[src/rtl/fetch_unit_if.sv]
// Fetch-stage bus: decode-side control, instruction-memory port and IF/ID outputs.
// The master modport is the fetch unit; the slave modport is its environment.
interface fetch_unit_if #(
   parameter int ISIZE = 16,
   parameter int DSIZE = 16
);
   logic             stall;
   logic             redirect;
   logic [ISIZE-1:0] redirect_pc;
   logic [ISIZE-1:0] imem_addr;
   logic [DSIZE-1:0] imem_rdata;
   logic [ISIZE-1:0] pc_id;
   logic [DSIZE-1:0] inst_id;
   logic             valid_id;
   logic [15:0]      bubble_cnt;

   modport master (
      input  stall, redirect, redirect_pc, imem_rdata,
      output imem_addr, pc_id, inst_id, valid_id, bubble_cnt
   );

   modport slave (
      output stall, redirect, redirect_pc, imem_rdata,
      input  imem_addr, pc_id, inst_id, valid_id, bubble_cnt
   );
endinterface

[src/rtl/fetch_unit.sv]
// Instruction-fetch stage: owns the PC, addresses a 1-cycle-latency instruction memory,
// realigns returned words with their PCs, replays under stall and squashes on redirect.
module fetch_unit #(
   parameter int               ISIZE    = 16,
   parameter int               DSIZE    = 16,
   parameter logic [ISIZE-1:0] RESET_PC = '0
) (
   input logic          clk,
   input logic          rst,
   fetch_unit_if.master bus
);
   typedef enum logic [1:0] {IDLE, RUN, HOLD} state_t;

   state_t           state;
   logic [ISIZE-1:0] pc_fetch;
   logic [ISIZE-1:0] pc_req;
   logic [ISIZE-1:0] pc_id;
   logic [DSIZE-1:0] inst_id;
   logic             valid_id;
   logic [15:0]      bubble_cnt;
   logic [ISIZE-1:0] imem_addr;

   // A stall replays pc_req; on the cycle a HOLD is released the replayed word is
   // being captured, so pc_fetch is already presented to avoid a bubble.
   always_comb begin
      imem_addr = pc_fetch;
      if (bus.redirect) begin
         imem_addr = bus.redirect_pc;
      end else if (bus.stall && state != IDLE) begin
         imem_addr = pc_req;
      end
   end

   always_ff @(posedge clk or posedge rst) begin
      if (rst) begin
         state      <= IDLE;
         pc_fetch   <= RESET_PC;
         pc_req     <= RESET_PC;
         pc_id      <= '0;
         inst_id    <= '0;
         valid_id   <= 1'b0;
         bubble_cnt <= '0;
      end else begin
         if (!valid_id && bubble_cnt != '1) begin
            bubble_cnt <= bubble_cnt + 16'd1;
         end
         if (bus.redirect) begin
            valid_id <= 1'b0;
            pc_req   <= bus.redirect_pc;
            pc_fetch <= bus.redirect_pc + ISIZE'(1);
            state    <= RUN;
         end else begin
            case (state)
               IDLE: begin
                  valid_id <= 1'b0;
                  pc_req   <= pc_fetch;
                  pc_fetch <= pc_fetch + ISIZE'(1);
                  state    <= RUN;
               end
               RUN, HOLD: begin
                  if (bus.stall) begin
                     state <= HOLD;
                  end else begin
                     inst_id  <= bus.imem_rdata;
                     pc_id    <= pc_req;
                     valid_id <= 1'b1;
                     pc_req   <= pc_fetch;
                     pc_fetch <= pc_fetch + ISIZE'(1);
                     state    <= RUN;
                  end
               end
               default: state <= IDLE;
            endcase
         end
      end
   end

   assign bus.imem_addr  = imem_addr;
   assign bus.pc_id      = pc_id;
   assign bus.inst_id    = inst_id;
   assign bus.valid_id   = valid_id;
   assign bus.bubble_cnt = bubble_cnt;
endmodule

[src/flat_wrapper.sv]
// flat-port wrapper written by rule: the top's interface ports become plain ports
module fetch_unit_flat 
#(
   parameter int               ISIZE    = 16,
   parameter int               DSIZE    = 16,
   parameter logic [ISIZE-1:0] RESET_PC = '0
)
  (clk, rst, bus_stall, bus_redirect, bus_redirect_pc, bus_imem_rdata, bus_imem_addr, bus_pc_id, bus_inst_id, bus_valid_id, bus_bubble_cnt);
  fetch_unit_if #(.ISIZE(ISIZE), .DSIZE(DSIZE)) bus_i ();
  input logic clk;
  input logic rst;
  input wire logic [$bits(bus_i.stall)-1:0] bus_stall;
  input wire logic [$bits(bus_i.redirect)-1:0] bus_redirect;
  input wire logic [$bits(bus_i.redirect_pc)-1:0] bus_redirect_pc;
  input wire logic [$bits(bus_i.imem_rdata)-1:0] bus_imem_rdata;
  output wire logic [$bits(bus_i.imem_addr)-1:0] bus_imem_addr;
  output wire logic [$bits(bus_i.pc_id)-1:0] bus_pc_id;
  output wire logic [$bits(bus_i.inst_id)-1:0] bus_inst_id;
  output wire logic [$bits(bus_i.valid_id)-1:0] bus_valid_id;
  output wire logic [$bits(bus_i.bubble_cnt)-1:0] bus_bubble_cnt;
  assign bus_i.stall = bus_stall;
  assign bus_i.redirect = bus_redirect;
  assign bus_i.redirect_pc = bus_redirect_pc;
  assign bus_i.imem_rdata = bus_imem_rdata;
  assign bus_imem_addr = bus_i.imem_addr;
  assign bus_pc_id = bus_i.pc_id;
  assign bus_inst_id = bus_i.inst_id;
  assign bus_valid_id = bus_i.valid_id;
  assign bus_bubble_cnt = bus_i.bubble_cnt;
  fetch_unit #(.ISIZE(ISIZE), .DSIZE(DSIZE), .RESET_PC(RESET_PC)) u_core (.clk(clk), .rst(rst), .bus(bus_i));
endmodule
[config.mk]
export PLATFORM = sky130hd
export DESIGN_NAME = fetch_unit_flat
export DESIGN_NICKNAME = d
export VERILOG_FILES = /design/src/rtl/fetch_unit_if.sv /design/src/rtl/fetch_unit.sv /design/src/flat_wrapper.sv
export SDC_FILE = /design/constraint.sdc
export NUM_CORES = 1
export LEC_CHECK = 0
export ABC_AREA = 1
export BUFFER_PORTS_ARGS = -buffer_cell sky130_fd_sc_hd__buf_2
export CORE_ASPECT_RATIO = 1.1
export CORE_MARGIN = 2
export CORE_UTILIZATION = 30
export DETAILED_ROUTE_END_ITERATION = 6
export HOLD_SLACK_MARGIN = 0.12
export PLACE_DENSITY = 0.55
export SLEW_MARGIN = 30
export SYNTH_ARGS = -nofsm -noshare
export SYNTH_HDL_FRONTEND = slang
export SYNTH_SLANG_ARGS = --single-unit
[constraint.sdc]
create_clock -name clk -period 2.9 [get_ports clk]
set_input_delay 0.725 -clock clk [delete_from_list [all_inputs] [get_ports clk]]
set_output_delay 0.725 -clock clk [all_outputs]
set_load 0.02 [all_outputs]
Yosys cells after proc, flatten, opt, wreduce, memory -nomap -nowiden --
Index checks and enable logic that the tools add are counted.
Storage, ports and cells: register bits 83, input bits 36, output and inout port bits 65, logic and storage cells 39
Operators by class: $add $sub $neg 3, eq/ne operators 4, multiplexer cells 14, bitwise gates (word level) 2, reductions and logical operators 9
Operator list (count):
- $mux W16 | 6
- $pmux W16 S2 | 2
- $add A16 B1 Y16 const B | 3
- $ne A16 B16 Y1 const B | 1
- $mux W2 | 2
- $pmux W2 S2 | 1
- $ne A3 B3 Y1 const B | 1
- $reduce_and A3 Y1 | 1
- $reduce_bool A3 Y1 | 1
- $eq A2 B1 Y1 const B | 1
- $eq A2 B2 Y1 const B | 1
- $logic_and A1 B1 Y1 | 2
- $logic_not A2 Y1 | 1
- $mux W1 | 2
- $not A1 Y1 | 2
- $pmux W1 S2 | 1
- $reduce_and A2 Y1 | 1
- $reduce_bool A2 Y1 | 1
- $reduce_or A2 Y1 | 1
- $logic_not A1 Y1 | 1

Logic depth before layout (Yosys ltp) --
Gate-level depths: netlist of run 1.
depth after elaboration 4, mapped depth 11, gate-level depth less buffers 10

Worst setup path after synthesis of run 1 --
OpenSTA, ideal clock, no wires.
path type input-to-output, start input port bus_stall, end output port bus_imem_addr[10], data arrival time 1.858 ns, required time 2.175 ns, slack 0.317 ns, stages 6, buffers on the path 1, cell sequence inv_1 nor2_1 inv_1 clkbuf_1 nor2_1 o21ai_0
Between the ends: word-level cells in the longest chain between the ends 3
Ends and longest elaborated chain:
- start, declared | RTL line flat_wrapper.sv:12 | input wire logic [$bits(bus_i.stall)-1:0] bus_stall;
- $logic_and A1 B1 Y1 | RTL line fetch_unit.sv:29 | end else if (bus.stall && state != IDLE) begin
- $mux W16 | RTL line fetch_unit.sv:29
- $mux W16 | RTL line fetch_unit.sv:27 | if (bus.redirect) begin
- end, declared | RTL line flat_wrapper.sv:16 | output wire logic [$bits(bus_i.imem_addr)-1:0] bus_imem_addr;
No other way between the ends.

Worst setup path after layout of run 1 --
start register u_core.state[0], end output port bus_imem_addr[9]
Between the ends: word-level cells in the longest chain between the ends 4
Ends and longest elaborated chain:
- start, declared | RTL line fetch_unit.sv:14 | state_t state;
- start signal, assigned | RTL line fetch_unit.sv:36 | state <= IDLE;
- start signal, assigned | RTL line fetch_unit.sv:51 | state <= RUN;
- start signal, assigned | RTL line fetch_unit.sv:58 | state <= RUN;
- $reduce_bool A2 Y1 | RTL line fetch_unit.sv:29
- $logic_and A1 B1 Y1 | RTL line fetch_unit.sv:29
- $mux W16 | RTL line fetch_unit.sv:29
- $mux W16 | RTL line fetch_unit.sv:27
No other way between the ends.

==> results of run 1 <==
==> cell families (layout without fill, tap and decap cells) <==
logic type	Yosys count	in the layout	share of synthesized area, %
adder cells (fa/ha/maj)	4	4	1.15
flip-flops	83	83	47.5
buffers and inverters	65	171	6.76
XOR/XNOR	11	11	2.21
multiplexers	24	24	6.19
AO/OA/AOI/OAI	87	87	11.4
AND/OR/NAND/NOR	246	246	24.8
==> sequential cells by signal, indices dropped and copies added (netlist names) <==
register / count
u_core.state: 2
u_core.pc_fetch: 16
u_core.bus.inst_id: 16
u_core.pc_req: 16
u_core.bus.pc_id: 16
u_core.bus.bubble_cnt: 16
u_core.bus.valid_id: 1
==> Yosys cell counts (2+ instances only) <==
master,number,area (sq um)
mux2_2,24,270
nand2_2,15,93.8
a21oi_1,5,25.0
inv_2,4,15.0
nand2_1,136,510
clkbuf_1,5,18.8
o21a_1,8,60.1
dfrtp_1,83,2080
buf_2,8,40.0
o21ai_0,57,285
nand3_1,30,150
o21ai_1,4,20.0
or2_2,2,12.5
nand3b_1,4,30.0
o21ai_2,9,78.8
nor2_1,40,150
xor2_1,9,78.8
ha_1,4,50.1
buf_6,5,56.3
nor2_2,2,12.5
o21bai_1,2,15.0
inv_1,42,158
nand3_2,3,30.0
xnor2_1,2,17.5
nor3_1,5,25.0
nand4_1,5,31.3
==> final cells by class <==
cell class | count | share of cell area, %
clock buffer | 11 | 4.49
tap | 192 | 4.44
timing repair buffer | 109 | 10.7
sequential | 83 | 38.4
inverter | 46 | 3.21
clock inverter | 5 | 1.85
multi-input combinational | 372 | 36.9
==> final timing paths <==
check,end,slack [ps],depth (start not counted)
max in group asynchronous,u_core.pc_req[0]$_DFFE_PP0P_,1830,3
worst min-delay path,u_core.pc_req[8]$_DFFE_PP0P_,400,2
min in group clk,u_core.bus.pc_id[9]$_DFFE_PP0P_,480,2
worst min register to register,u_core.bus.pc_id[9]$_DFFE_PP0P_,480,2
worst max-delay path,bus_imem_addr[9],220,7
worst max register to register,u_core.pc_fetch[5]$_DFFE_PP0P_,860,9
==> power by group <==
| group | switching, uW | internal (uW) | total, uW |
|---|---|---|---|
| combinational | 1010 | 573 | 1580 |
| clock | 459 | 863 | 1320 |
| sequential | 247 | 1530 | 1780 |
==> critical path: stages, from the launching register on <==
cell     delay (ps)
dfrtp_1         350
inv_1            50
ha_1            220
nor2_1          190
buf_4           230
o21ai_0          80
o21ai_0         270
buf_2           230
==> metal layers <==
metal / vias up / track usage (%)
li1: 1901 / -
met1: 1776 / 19.2
met2: 94 / 23.8
met3: 12 / 1.74
met4: 0 / 6.02
met5: - / 0
==> cell usage in the layout, fill, tap and decap left out, drive strengths merged, types with 4 or more instances in the layout <==
cell type	netlist	final
nand2	152	152
ha	4	4
inv	46	45
dfrtp	83	83
nor2	43	43
mux2	24	24
o21a	8	8
nand3b	4	4
nor3	5	5
o21ai	70	70
clkbuf	5	11
a21oi	5	5
nand4	5	5
xor2	9	9
buf	14	109
nand3	33	33
==> stage by stage <==
stage	hold slack [ps]	power [uW]	setup slack [ps]	util, %
3_5_place_dp	470	3400	347	35.4
3_3_place_gp	462	3360	377	35.4
2_1_floorplan	466	2870	38.2	-
5_1_grt	428	4990	137	37.8
4_1_cts	400	4750	223	37.8
6_report	396	4680	225	37.8
==> flow_metrics.env, run 1 <==
export IMPL_synth_ff_type="dfrtp_1"
export IMPL_drt_iter0_markers=262
export IMPL_gp_congestion=0.793
export IMPL_synth_edff_count=0
export IMPL_grt_pass1_vias=3727
export IMPL_vdd_ir_drop_worst_v=0.000352
export IMPL_r2r_start="u_core.state[0]$_DFF_PP0_"
export IMPL_areaGrowthSynthToFinish_pct=23.9
export IMPL_period_share_pct=92.3
export IMPL_start_util_pct=30.5
export IMPL_clock_sinks=83
export IMPL_track_usage_pct=14.4
export IMPL_fmax_mhz=374
export IMPL_power_density_nw_per_um2=865
export IMPL_slew_violations=0
export IMPL_vias_per_cell=4.62
export IMPL_setup_viol=0
export IMPL_dieWidth_microns=119
export IMPL_final_cells=818
export IMPL_antenna_found_initial=0
export IMPL_min_period_ps=2680
export IMPL_hpwl_microns=8010
export IMPL_routed_wl_microns=11100
export IMPL_crit_required_ps=2170
export IMPL_ys_warn_count=0
export IMPL_numCtsBuffers=9
export IMPL_dp_cells=802
export IMPL_n_fill_cell=1478
export IMPL_final_seq_area_sq_um=2080
export IMPL_clk_pin_slew_ps=60
export IMPL_arrival_ps=1950
export IMPL_cts_setup_buffers=0
export IMPL_nNetsFinal=661
export IMPL_antenna_left=0
export IMPL_hold_viol=0
export IMPL_cts_resized=0
export IMPL_crit_start="u_core.state[0]$_DFF_PP0_"
export IMPL_synth_async_reset_ratio_pct=100
export IMPL_io_buffers=100
export IMPL_io_pins=101
export IMPL_ys_seq_area_share_pct=47.5
export IMPL_place_area_sq_um=5070
export IMPL_dr_max_layer_used="met4"
export IMPL_tns_ps=0
export IMPL_cts_tree="yes"
export IMPL_p_leak_uw=0.00271
export IMPL_vias=3783
export IMPL_fin_area_sq_um=5410
export IMPL_die_h_microns=131
export IMPL_critPathLaunchType="flop"
export IMPL_grt_pass1_wl_microns=18000
export IMPL_maxCapViolations=0
export IMPL_clock_latency_ps=340
export IMPL_cts_buffer_depth=2
export IMPL_num_rows=46
export IMPL_final_layout_size_suffix_gt1_share_pct=29.7
export IMPL_hold_path_class="primary input to async pin"
export IMPL_wl_met1_microns=5180
export IMPL_multi_input_area_sq_um=2000
export IMPL_critPathMaxFanout=12
export IMPL_slew_headroom_pct=55.6
export IMPL_wl_met3_microns=466
export IMPL_synth_area_sq_um=4370
export IMPL_end_kind="output port"
export IMPL_dr_pass1_iters=4
export IMPL_core_sq_um=14300
export IMPL_worst_pin_slew_ps=664
export IMPL_ys_types=33
export IMPL_status="completed"
export IMPL_remaining_drc_errors=0
export IMPL_netlist_instances=520
export IMPL_syn_area_per_cell_sq_um=8.40
export IMPL_cts_max_level=3
export IMPL_critical_path_class="flop to output port"
export IMPL_finClkSkew_ps=8.28
export IMPL_ys_seq_elements=83
export IMPL_met2_wirelength_microns=5300
export IMPL_wl_per_cell_microns=13.6
export IMPL_holdBufCountCts=0
export IMPL_cts_root_buf="clkbuf_16"
export IMPL_gr_total_overflow=0
export IMPL_dieArea_sq_um=15500
export IMPL_n_antenna_cell=0
export IMPL_rsz0062_at_grt="no"
export IMPL_syn_num_nets=560
export IMPL_grt_max_degree=59
No activity file was read; power rests on OpenSTA's default activity.
==> inputs of run 2 (changes only) <==
- CORE_UTILIZATION: 30 -> 49
- PLACE_DENSITY: 0.55 -> 0.75
==> flow_metrics.env, run 2 (synthesis results as in run 1) <==
export IMPL_status="completed"
export IMPL_cts_tree="yes"
export IMPL_die_h_microns=103
export IMPL_critPathMaxFanout=16
export IMPL_vias_per_cell=5.18
export IMPL_arrival_ps=1990
export IMPL_antenna_found_initial=0
export IMPL_remaining_drc_errors=0
export IMPL_layout_commonest_cell="nand2_1"
export IMPL_slew_headroom_pct=53.8
export IMPL_critical_path_class="flop to output port"
export IMPL_gp_congestion=0.914
export IMPL_dr_pass1_iters=5
export IMPL_place_area_sq_um=4950
export IMPL_min_period_ps=2710
export IMPL_vdd_ir_drop_worst_v=0.000350
export IMPL_cp_slowest_stage_delay_ps=360
export IMPL_slew_violations=0
export IMPL_rr_worst_depth=9
export IMPL_hold_path_class="primary input to async pin"
export IMPL_dieWidth_microns=94.0
export IMPL_track_usage_pct=21.3
export IMPL_io_buffers=100
export IMPL_routed_wl_microns=10000
export IMPL_gr_total_overflow=0
export IMPL_nNetsFinal=659
export IMPL_cts_root_buf="clkbuf_8"
export IMPL_maxCapViolations=0
export IMPL_drt_iter0_markers=136
export IMPL_p_int_uw=2520
export IMPL_seq_power_share_pct=42.6
export IMPL_io_pins=101
export IMPL_hold_viol=0
export IMPL_fin_util_pct=58.7
export IMPL_wl_per_cell_microns=13.6
export IMPL_antenna_left=0
export IMPL_end_kind="output port"
export IMPL_critPathLaunchType="flop"
export IMPL_pwr_share_clk_pct=20.0
export IMPL_grt_pass1_vias=3519
export IMPL_setup_viol=0
export IMPL_areaGrowthSynthToFinish_pct=18.0
export IMPL_period_share_pct=93.5
export IMPL_rr_endpoint="u_core.pc_fetch[5]$_DFFE_PP0P_"
export IMPL_whs_ps=456
export IMPL_clock_latency_ps=350
export IMPL_final_layout_size_suffix_gt1_share_pct=29.6
export IMPL_p_total_uw=4190
export IMPL_cts_buffer_depth=2
export IMPL_p_sw_uw=1670
export IMPL_num_rows=36
export IMPL_p_leak_uw=0.00261
export IMPL_grt_pass1_wl_microns=16300
export IMPL_tns_ps=0
export IMPL_numCtsBuffers=9
export IMPL_vias=3823
export IMPL_fmax_mhz=369
export IMPL_r2r_start="u_core.state[0]$_DFF_PP0_"
export IMPL_crit_required_ps=2170
export IMPL_final_cell_mix="136 x nand2_1, 100 x buf_2, 83 x dfrtp_1, 57 x o21ai_0, 40 x inv_1"
export IMPL_n_antenna_cell=0
export IMPL_finClkSkew_ps=6.55
export IMPL_ff2ff_setup_slack_ps=850
export IMPL_clock_sinks=83
export IMPL_cts_max_level=3
export IMPL_clk_pin_slew_ps=80
export IMPL_core_sq_um=8780
export IMPL_grt_max_degree=84
export IMPL_dieArea_sq_um=9690
export IMPL_start_util_pct=49.7
export IMPL_worst_pin_slew_ps=693
export IMPL_path_cells="inv_1, ha_1, nor2_2, clkinvlp_4, buf_4, nor2_1, o21ai_0, buf_2"
export IMPL_power_density_nw_per_um2=813
export IMPL_cp_slowest_cell="dfrtp_1"
export IMPL_hpwl_microns=7060
export IMPL_fin_area_sq_um=5160
export IMPL_combinationalPowerShare_pct=37.4
export IMPL_p_sw_share_pct=39.9
-- run 2: changes by cell type in the layout (fill, tap and decap cells not counted), moves of 2 or more --
cell | previous run | this run
clkbuf_16 | 9 | 0
clkbuf_8 | 1 | 10
clkinvlp_4 | 0 | 3
buf_4 | 8 | 6
bufinv_16 | 3 | 1
-- run 2: metrics by stage --
stage,setup slack [ps],cells
after floorplan,38.2,520
after global placement,312,721
after detailed placement,198,721
after CTS,36.2,737
after global routing,-1.11,738
final,190,738
-- run 2: how the worst max path moves through the flow --
stage / start / endpoint / slack (ps)
5_1_grt: u_core.state[0]$_DFF_PP0_ / bus_imem_addr[15] / -1
3_5_place_dp: bus_stall / bus_imem_addr[9] / 200
6_report: u_core.state[0]$_DFF_PP0_ / bus_imem_addr[9] / 190
3_3_place_gp: bus_stall / bus_imem_addr[6] / 310
2_1_floorplan: rst / u_core.bus.bubble_cnt[0]$_DFFE_PP0P_ / 40
4_1_cts: u_core.state[0]$_DFF_PP0_ / bus_imem_addr[9] / 40
-- run 2: final cells by class --
class	count	area (sq um)
fillers	806	3630
flip-flops and latches	83	2080
multi-input cells	372	2000
repair buffers	107	566
inverters	46	178
clock buffers	12	145
well taps	114	143
clock inverters	4	50.0
-- run 2: worst max-delay path: cells and delay by family, from the launching register on --
family | cells | cell delay (ps)
DFF | 1 | 360
buffers and inverters | 4 | 540
and+or+nand+nor | 2 | 410
AOI/OAI and AO/OA | 1 | 90
adders and majority gates | 1 | 230
-- run 2: power by group through the flow --
stage                     Combinational (uW)  Clock [uW]  Sequential, uW
after floorplan                          840           0            2030
after global placement                  1530           0            1790
after detailed placement                1570           0            1800
after CTS                               1570         855            1780
after global routing                    1740         906            1840
final                                   1570         839            1790
-- run 2: metal layers --
layer	wire length, microns	GRT usage (%)
met5	0	0
met4	238	8.03
met3	516	4.53
met2	4880	35.7
met1	4370	27.3
-- run 2: what timing repair did --
action	CTS	global route
endpoints found under the setup margin	0	16
resized for setup	0	2
setup buffers	0	1
hold buffers	0	0
==> inputs of run 3 (changes only) <==
- CORE_ASPECT_RATIO: 1.1 -> 0.9
- CORE_UTILIZATION: 49 -> 25
- PLACE_DENSITY: 0.75 -> 0.43
==> flow_metrics.env, run 3 (synthesis results as in run 1) <==
export IMPL_critPathLaunchType="flop"
export IMPL_tns_ps=0
export IMPL_critical_path_top_delay_family="buffers and inverters"
export IMPL_track_usage_pct=13.6
export IMPL_final_cell_mix="135 x nand2_1, 100 x buf_2, 83 x dfrtp_1, 57 x o21ai_0, 41 x inv_1"
export IMPL_nNetsFinal=665
export IMPL_wl_per_cell_microns=14.0
export IMPL_grt_pass1_wl_microns=19400
export IMPL_setup_viol=0
export IMPL_final_layout_size_suffix_gt1_share_pct=30.5
export IMPL_n_antenna_cell=0
export IMPL_dr_pass1_iters=4
export IMPL_maxCapViolations=0
export IMPL_grt_pass1_vias=3881
export IMPL_vias_per_cell=4.44
export IMPL_cts_max_level=3
export IMPL_worst_pin_slew_ps=511
export IMPL_antenna_found_initial=0
export IMPL_end_kind="output port"
export IMPL_hpwl_microns=8640
export IMPL_path_cells="inv_1, ha_1, nor2_1, buf_4, o21ai_0, o21ai_0, buf_2"
export IMPL_cts_setup_buffers=0
export IMPL_vias=3837
export IMPL_critical_path_class="flop to output port"
export IMPL_power_density_nw_per_um2=866
export IMPL_numCtsBuffers=9
export IMPL_areaGrowthSynthToFinish_pct=26.9
export IMPL_io_buffers=100
export IMPL_num_rows=45
export IMPL_vdd_ir_drop_worst_v=0.000318
export IMPL_clock_sinks=83
export IMPL_holdBufCountCts=0
export IMPL_arrival_ps=1900
export IMPL_hold_path_class="primary input to async pin"
export IMPL_io_pins=101
export IMPL_crit_required_ps=2170
export IMPL_slew_violations=0
export IMPL_start_util_pct=25.7
export IMPL_p_leak_uw=0.00274
export IMPL_remaining_drc_errors=0
export IMPL_routed_wl_microns=12100
export IMPL_finClkSkew_ps=7.22
export IMPL_cts_root_buf="clkbuf_16"
export IMPL_clk_pin_slew_ps=60
export IMPL_grt_max_degree=52
export IMPL_antenna_left=0
export IMPL_p_total_uw=4800
export IMPL_dieArea_sq_um=18600
export IMPL_hold_viol=0
export IMPL_cp_slowest_stage_delay_ps=350
export IMPL_crit_top_cell="o21ai_0"
export IMPL_drt_iter0_markers=182
export IMPL_die_h_microns=129
export IMPL_dieWidth_microns=143
export IMPL_layout_commonest_cell="nand2_1"
export IMPL_n_fill_cell=1820
export IMPL_status="completed"
export IMPL_critPathMaxFanout=10
export IMPL_period_share_pct=90.6
export IMPL_cp_slowest_cell="dfrtp_1"
export IMPL_fin_area_sq_um=5550
export IMPL_core_sq_um=17000
export IMPL_cts_resized=0
export IMPL_gp_congestion=0.822
export IMPL_path_buf_inv=3
export IMPL_rsz0062_at_grt="no"
export IMPL_slew_headroom_pct=65.9
export IMPL_place_area_sq_um=5180
export IMPL_min_period_ps=2630
export IMPL_clock_latency_ps=340
export IMPL_cts_tree="yes"
export IMPL_fmax_mhz=381
export IMPL_cts_buffer_depth=2
export IMPL_fin_util_pct=32.6
export IMPL_gr_total_overflow=0
run 3: final timing paths:
check / startpoint / to / slack (ps) / cells past startpoint
max: u_core.state[0]$_DFF_PP0_ / bus_imem_addr[11] / 270 / 7
min: rst / u_core.bus.bubble_cnt[14]$_DFFE_PP0P_ / 270 / 2
max reg2reg: u_core.bus.bubble_cnt[0]$_DFFE_PP0P_ / u_core.bus.bubble_cnt[7]$_DFFE_PP0P_ / 1070 / 8
min reg2reg: u_core.bus.pc_id[0]$_DFFE_PP0P_ / u_core.bus.pc_id[0]$_DFFE_PP0P_ / 490 / 2
max in group asynchronous: rst / u_core.pc_fetch[1]$_DFFE_PP0P_ / 2050 / 3
min in group clk: u_core.bus.pc_id[0]$_DFFE_PP0P_ / u_core.bus.pc_id[0]$_DFFE_PP0P_ / 490 / 2
run 3: metal layers:
metal / wire length [microns] / up-vias / part of all wire (%) / track usage (%)
met5: 0 / - / 0 / 0
met4: 201 / 0 / 1.7 / 4.27
met3: 750 / 15 / 6.2 / 3.84
li1: - / 1903 / - / -
met1: 5730 / 1802 / 47 / 18.3
met2: 5450 / 117 / 45 / 21.2
run 3: worst reg2reg max path: stages, from the launching register on:
cell and delay [ps]:
dfrtp_1 390, ha_1 300, nand3_2 140, nor2_1 210
nand3_2 130, nand2_4 150, inv_2 200, nand3b_1 150
nand2_1 60
run 3: report_power, final:
group	internal, uW	switching [uW]
combinational	593	1020
sequential	1530	258
clock	927	480
total	3050	1760
run 3: layout make-up:
type	instances	area, sq um	area share, %
sequential	83	2080	37.5
multi-input combinational	372	2000	36.1
timing repair buffer	113	636	11.5
tap	235	294	5.30
clock buffer	9	225	4.06
inverter	46	174	3.14
clock inverter	7	140	2.53
run 3: stage by stage:
step	hold WS [ps]	worst slack (ps)	instances
finish	274	272	865
global route	262	98.7	865
CTS	256	264	865
detailed placement	479	376	849
global placement	472	416	849
floorplan	466	38.2	520
